$ cat config.mk
export PLATFORM = sky130hd
export DESIGN_NAME = note_inc_engine
export DESIGN_NICKNAME = d
export VERILOG_FILES = /design/src/rtl/note_inc_engine.sv
export SDC_FILE = /design/constraint.sdc
export NUM_CORES = 1
export LEC_CHECK = 0
export CORE_ASPECT_RATIO = 0.8
export CORE_MARGIN = 2
export CORE_UTILIZATION = 40
export DETAILED_ROUTE_END_ITERATION = 10
export PLACE_DENSITY_LB_ADDON = 0.25
export SLEW_MARGIN = 0
export SYNTH_ARGS = -nofsm -noshare
export SYNTH_HDL_FRONTEND = slang
export SYNTH_SLANG_ARGS = --single-unit
export TNS_END_PERCENT = 10
$ cat constraint.sdc
create_clock -name clk -period 15.85 [get_ports clk]
set_input_delay 2.3775 -clock clk [delete_from_list [all_inputs] [get_ports clk]]
set_output_delay 2.3775 -clock clk [all_outputs]
set_load 0.05 [all_outputs]
$ cat src/rtl/note_inc_engine.sv
// Multi-channel MIDI note + pitch-bend to DDS phase increment engine (lookup, octave shift, shift-add interpolation).
// Optional key-off input req_gate is enabled by defining NOTE_INC_GATE_EN.
module note_inc_engine #(
    parameter int ACC_W  = 24,
    parameter int CH_NUM = 4,
    parameter int CH_W   = 4
) (
    input  logic                    clk,
    input  logic                    rst,
`ifdef NOTE_INC_GATE_EN
    input  logic                    req_gate,
`endif
    input  logic                    req_valid,
    output logic                    req_ready,
    input  logic [CH_W-1:0]         req_ch,
    input  logic [6:0]              req_note,
    input  logic [13:0]             req_bend,
    output logic                    upd_valid,
    output logic [CH_W-1:0]         upd_ch,
    output logic [CH_NUM*ACC_W-1:0] inc_out
);

    localparam int PW = ACC_W + 14;

    typedef enum logic [2:0] {IDLE, LOOK0, LOOK1, MUL, WRITE} state_t;

    state_t            state, state_nxt;
    logic [CH_W-1:0]   ch_q;
    logic [6:0]        note_q;
    logic [13:0]       bend_q;
    logic              key_off_q;
    logic [ACC_W-1:0]  inc0;
    logic              neg;
    logic [PW-1:0]     mcand;
    logic [PW-1:0]     acc;
    logic [13:0]       mplier;
    logic [3:0]        cnt;
    logic [ACC_W-1:0]  inc_r [CH_NUM];

    logic              key_off_in;
    logic [6:0]        nt;
    logic [13:0]       frac;
    logic [ACC_W-1:0]  inc_t_c;
    logic [ACC_W-1:0]  diff_c;
    logic [ACC_W-1:0]  scaled;
    logic [ACC_W-1:0]  inc_new;
    logic              ch_ok;

    function automatic logic [23:0] tbl(input logic [3:0] semi);
        case (semi)
            4'd0:    return 24'h0C18BC;
            4'd1:    return 24'h0CD0E1;
            4'd2:    return 24'h0D93F8;
            4'd3:    return 24'h0E62A9;
            4'd4:    return 24'h0F3DA5;
            4'd5:    return 24'h1025A6;
            4'd6:    return 24'h111B72;
            4'd7:    return 24'h121FDD;
            4'd8:    return 24'h1333C3;
            4'd9:    return 24'h145812;
            4'd10:   return 24'h158DC2;
            default: return 24'h16D5DC;
        endcase
    endfunction

    // Top-octave entry scaled to ACC_W, then shifted down to the note's octave.
    function automatic logic [ACC_W-1:0] lookup(input logic [6:0] n);
        logic [7:0]       m;
        logic [3:0]       oct;
        logic [3:0]       semi;
        logic [ACC_W-1:0] base;
        m    = {1'b0, n} + 8'd4;
        oct  = 4'(m / 8'd12);
        semi = 4'(m % 8'd12);
        base = ACC_W'(tbl(semi)) << (ACC_W - 24);
        return base >> (4'd10 - oct);
    endfunction

`ifdef NOTE_INC_GATE_EN
    assign key_off_in = ~req_gate;
`else
    assign key_off_in = 1'b0;
`endif

    // NOTE: every always_comb output gets a default first so no path leaves it unassigned (no latch).
    always_comb begin
        state_nxt = state;
        req_ready = 1'b0;
        case (state)
            IDLE: begin
                req_ready = 1'b1;
                if (req_valid) state_nxt = key_off_in ? WRITE : LOOK0;
            end
            LOOK0:   state_nxt = LOOK1;
            LOOK1:   state_nxt = MUL;
            MUL:     if (cnt == 4'd13) state_nxt = WRITE;
            WRITE:   state_nxt = IDLE;
            default: state_nxt = IDLE;
        endcase
    end

    // Bend above centre aims two semitones up, below centre two down; frac = |bend - 8192|.
    always_comb begin
        nt   = note_q;
        frac = bend_q[13] ? {1'b0, bend_q[12:0]} : 14'd8192 - bend_q;
        if (bend_q[13] && (bend_q[12:0] != 13'd0))
            nt = (note_q > 7'd125) ? 7'd127 : note_q + 7'd2;
        else if (!bend_q[13])
            nt = (note_q < 7'd2) ? 7'd0 : note_q - 7'd2;
    end

    assign inc_t_c = lookup(nt);
    assign diff_c  = (inc_t_c >= inc0) ? inc_t_c - inc0 : inc0 - inc_t_c;
    assign scaled  = acc[ACC_W+12:13];
    assign inc_new = key_off_q ? '0 : (neg ? inc0 - scaled : inc0 + scaled);
    assign ch_ok   = {1'b0, ch_q} < (CH_W+1)'(CH_NUM);

    always_ff @(posedge clk) begin
        if (rst) state <= IDLE;
        else     state <= state_nxt;
    end

    // NOTE: sequential state uses non-blocking assignments so every register samples pre-edge values.
    always_ff @(posedge clk) begin
        if (rst) begin
            ch_q      <= '0;
            note_q    <= '0;
            bend_q    <= '0;
            key_off_q <= 1'b0;
            inc0      <= '0;
            neg       <= 1'b0;
            mcand     <= '0;
            acc       <= '0;
            mplier    <= '0;
            cnt       <= '0;
            upd_valid <= 1'b0;
            upd_ch    <= '0;
            // NOTE: the channel file is a handful of flops, so it is reset like any other register.
            for (int k = 0; k < CH_NUM; k++) inc_r[k] <= '0;
        end else begin
            upd_valid <= 1'b0;
            case (state)
                IDLE: if (req_valid) begin
                    ch_q      <= req_ch;
                    note_q    <= req_note;
                    bend_q    <= req_bend;
                    key_off_q <= key_off_in;
                end
                LOOK0: inc0 <= lookup(note_q);
                LOOK1: begin
                    neg    <= inc_t_c < inc0;
                    mcand  <= PW'(diff_c);
                    mplier <= frac;
                    acc    <= '0;
                    cnt    <= '0;
                end
                MUL: begin
                    if (mplier[0]) acc <= acc + mcand;
                    mcand  <= mcand << 1;
                    mplier <= mplier >> 1;
                    cnt    <= cnt + 4'd1;
                end
                WRITE: begin
                    upd_valid <= ch_ok;
                    if (ch_ok) upd_ch <= ch_q;
                    for (int k = 0; k < CH_NUM; k++)
                        if (ch_ok && ch_q == CH_W'(k)) inc_r[k] <= inc_new;
                end
                default: ;
            endcase
        end
    end

    for (genvar g = 0; g < CH_NUM; g++) begin : g_flat
        assign inc_out[g*ACC_W +: ACC_W] = inc_r[g];
    end

endmodule

==> impl_metrics.yaml <==
status:
  status: "finished clean"
die:
  core-area_sq_mm: 0.0473
  chipHeight_um: 200
  io_pins: 130
  start_util_pct: 40.7
  die_x_um: 250
  die_area_sq_mm: 0.0500
  fp-row-count: 71
global_route:
  grt_pass1_wl_um: 99400
  grt_max_degree: 71
  antenna_found_initial: 0
  grt_use_total_pct: 24.5
  grt_pass1_vias: 17200
  grt-ovfl-total: 0
clocking:
  cts_setup_buffers: 0
  cts.sinks: 243
  cts.repair.resized: 0
  insertion_delay_ns: 0.58
  clockBufferDepth: 3
  tritoncts: "built"
  cts_buffers: 28
  h-tree-depth: 1
  clkTransAtPathRegs_ns: 0.06
  cts_hold_buffers: 0
  clk_root_buffer_cell: "clkbuf_16"
synth:
  syn_inst: 2413
  yosysWarnings: 0
  synth.yosys.seq_area_share_pct: 30.2
  ys_seq_elements: 243
  ys_async_sr_fraction_pct: 0
  synth-edff-count: 96
  synthDistinctLibCells: 102
  mappedNetlistArea_sq_mm: 0.0193
  syn_avg_cell_area_sq_um: 8.00
  ys.flop_type: "dfxtp_1"
  synth_nets: 2574
route:
  viasPerCell: 6.05
  via_count: 18800
  drt_iter0_drc: 2035
  firstDrtPassIters: 6
  detail-route-antenna-nets: 0
  drc_errors: 0
  drt-total-wl_um: 63100
  wl_per_cell_um: 20.3
cells_and_area:
  finalNetCount: 2618
  syn_to_final_growth_pct: 14.1
  drive_gt1_share_pct: 6.78
  diodes: 0
  final_cell_mix: "318 x nor2_1, 228 x nand2_1, 223 x a21oi_1"
  fillers: 4593
  layout_commonest_cell: "nor2_1"
setup_path:
  worstSetupEndpointType: "flip-flop"
  worstPathArrival_ns: 14.78
  r2r_start: "note_q[1]$_SDFFE_PP0P_"
  crit_start: "note_q[1]$_SDFFE_PP0P_"
  worstSetupPathType: "reg2reg"
  cp_num_buf_inv: 9
  critPathTopFamily: "compound AO/OA/AOI/OAI gates"
  crit_path_frequent_cell: "ha_1"
  worstPathRequired_ns: 16.30
  critPathMaxFanout: 37
  cp_slowest_cell: "a2111oi_0"
  critPathLaunchType: "flip-flop"
  critical_path.max_stage_delay_ns: 0.91
sta:
  tns_ns: 0
  clock.fmax_mhz: 69.8
  worstMarginPinSlew_ns: 1.28
  hold_viol: 0
  grt_setup_unrepaired: "false"
  setup_viol: 0
  slew_headroom_pct: 14.7
  finalCritPeriodShare_pct: 90.4
  slew_violations: 0
  post-route-min-period_ns: 14.33
  clock_skew_ns: 0.0286
min_path:
  hp-class: "reg2reg"
  hold_start: "ch_q[2]$_SDFFE_PP0P_"
place:
  gp_congestion: 0.973
  dp_hpwl_um: 46900
  io_buffers: 129
flow_run:
  max-cap-violations: 0
==> cell usage after synthesis, drive strengths merged, types with 27 or more instances <==
master | number | area share (%)
nor2 | 319 | 6.2
nand2 | 228 | 4.4
a21oi | 226 | 5.9
dfxtp | 147 | 15
ha | 129 | 8.4
o21ai | 121 | 3.2
clkbuf | 117 | 2.3
inv | 103 | 2.0
edfxtp | 96 | 15
xnor2 | 71 | 3.3
nor3 | 68 | 1.8
nand3 | 67 | 1.7
mux2i | 50 | 2.6
a22oi | 42 | 1.6
a21o | 39 | 1.5
xor2 | 35 | 1.6
a211oi | 33 | 1.4
buf | 31 | 0.75
o211ai | 29 | 1.2
a31oi | 27 | 0.88
==> through the flow <==
stage	instance area [sq um]	hold slack, ns	util [%]	std cells	worst slack [ns]
5_1_grt	22000	0.490	46.5	3099	0.573
6_report	22000	0.461	46.5	3099	1.52
4_1_cts	22000	0.459	46.5	3099	1.79
2_1_floorplan	19300	0.436	-	2413	4.17
3_3_place_gp	21000	0.448	44.5	3047	2.33
3_5_place_dp	21000	0.451	44.5	3047	1.93
==> routing by layer <==
metal / global-route usage [%] / wire [um]
met1: 38.5 / 31400
met2: 35.2 / 26100
met3: 3.09 / 4460
met4: 5.08 / 1110
met5: 0 / 0
==> logic make-up after synthesis <==
| group | share of synthesized area, % |
|---|---|
| adders and majority gates | 8.78 |
| and+or+nand+nor | 20.1 |
| DFF | 30.2 |
| buffers and inverters | 5.10 |
| AOI/OAI and AO/OA | 26.6 |
| muxes | 4.40 |
| xor gates and xnor gates | 4.85 |
==> path summary, 6_finish.rpt <==
check             slack (ns)  depth (start not counted)                endpoint
setup / recovery        1.52                         42  mcand[19]$_SDFFE_PP0P_
hold / removal          0.46                          2    ch_q[2]$_SDFFE_PP0P_
setup reg to reg        1.52                         42  mcand[19]$_SDFFE_PP0P_
hold reg to reg         0.46                          2    ch_q[2]$_SDFFE_PP0P_
==> flip-flops by register name, summed over array words and instances, names as in the netlist, 3 cells and up <==
register	cells
mcand	37
acc	37
inc0	21
upd_ch	4
mplier	14
state	3
cnt	4
inc_r	96
bend_q	14
note_q	7
ch_q	4
==> worst min-delay path, stage by stage (launching register included) <==
cell,delay (ns)
dfxtp_1,0.31
nand2_1,0.05
a21oi_1,0.05
==> area by class of cell <==
class / count / area [sq um] / area share (%)
clock buffer: 35 / 777 / 3.53
clock inverter: 17 / 186 / 0.847
inverter: 106 / 400 / 1.82
multi-input combinational: 1916 / 12500 / 56.8
sequential: 243 / 5830 / 26.5
tap: 620 / 776 / 3.52
timing repair buffer: 162 / 1540 / 6.98
Power is left out: the tool's default activity adds up to more than one toggle a clock period on the data nets, which glitch-free logic cannot reach.
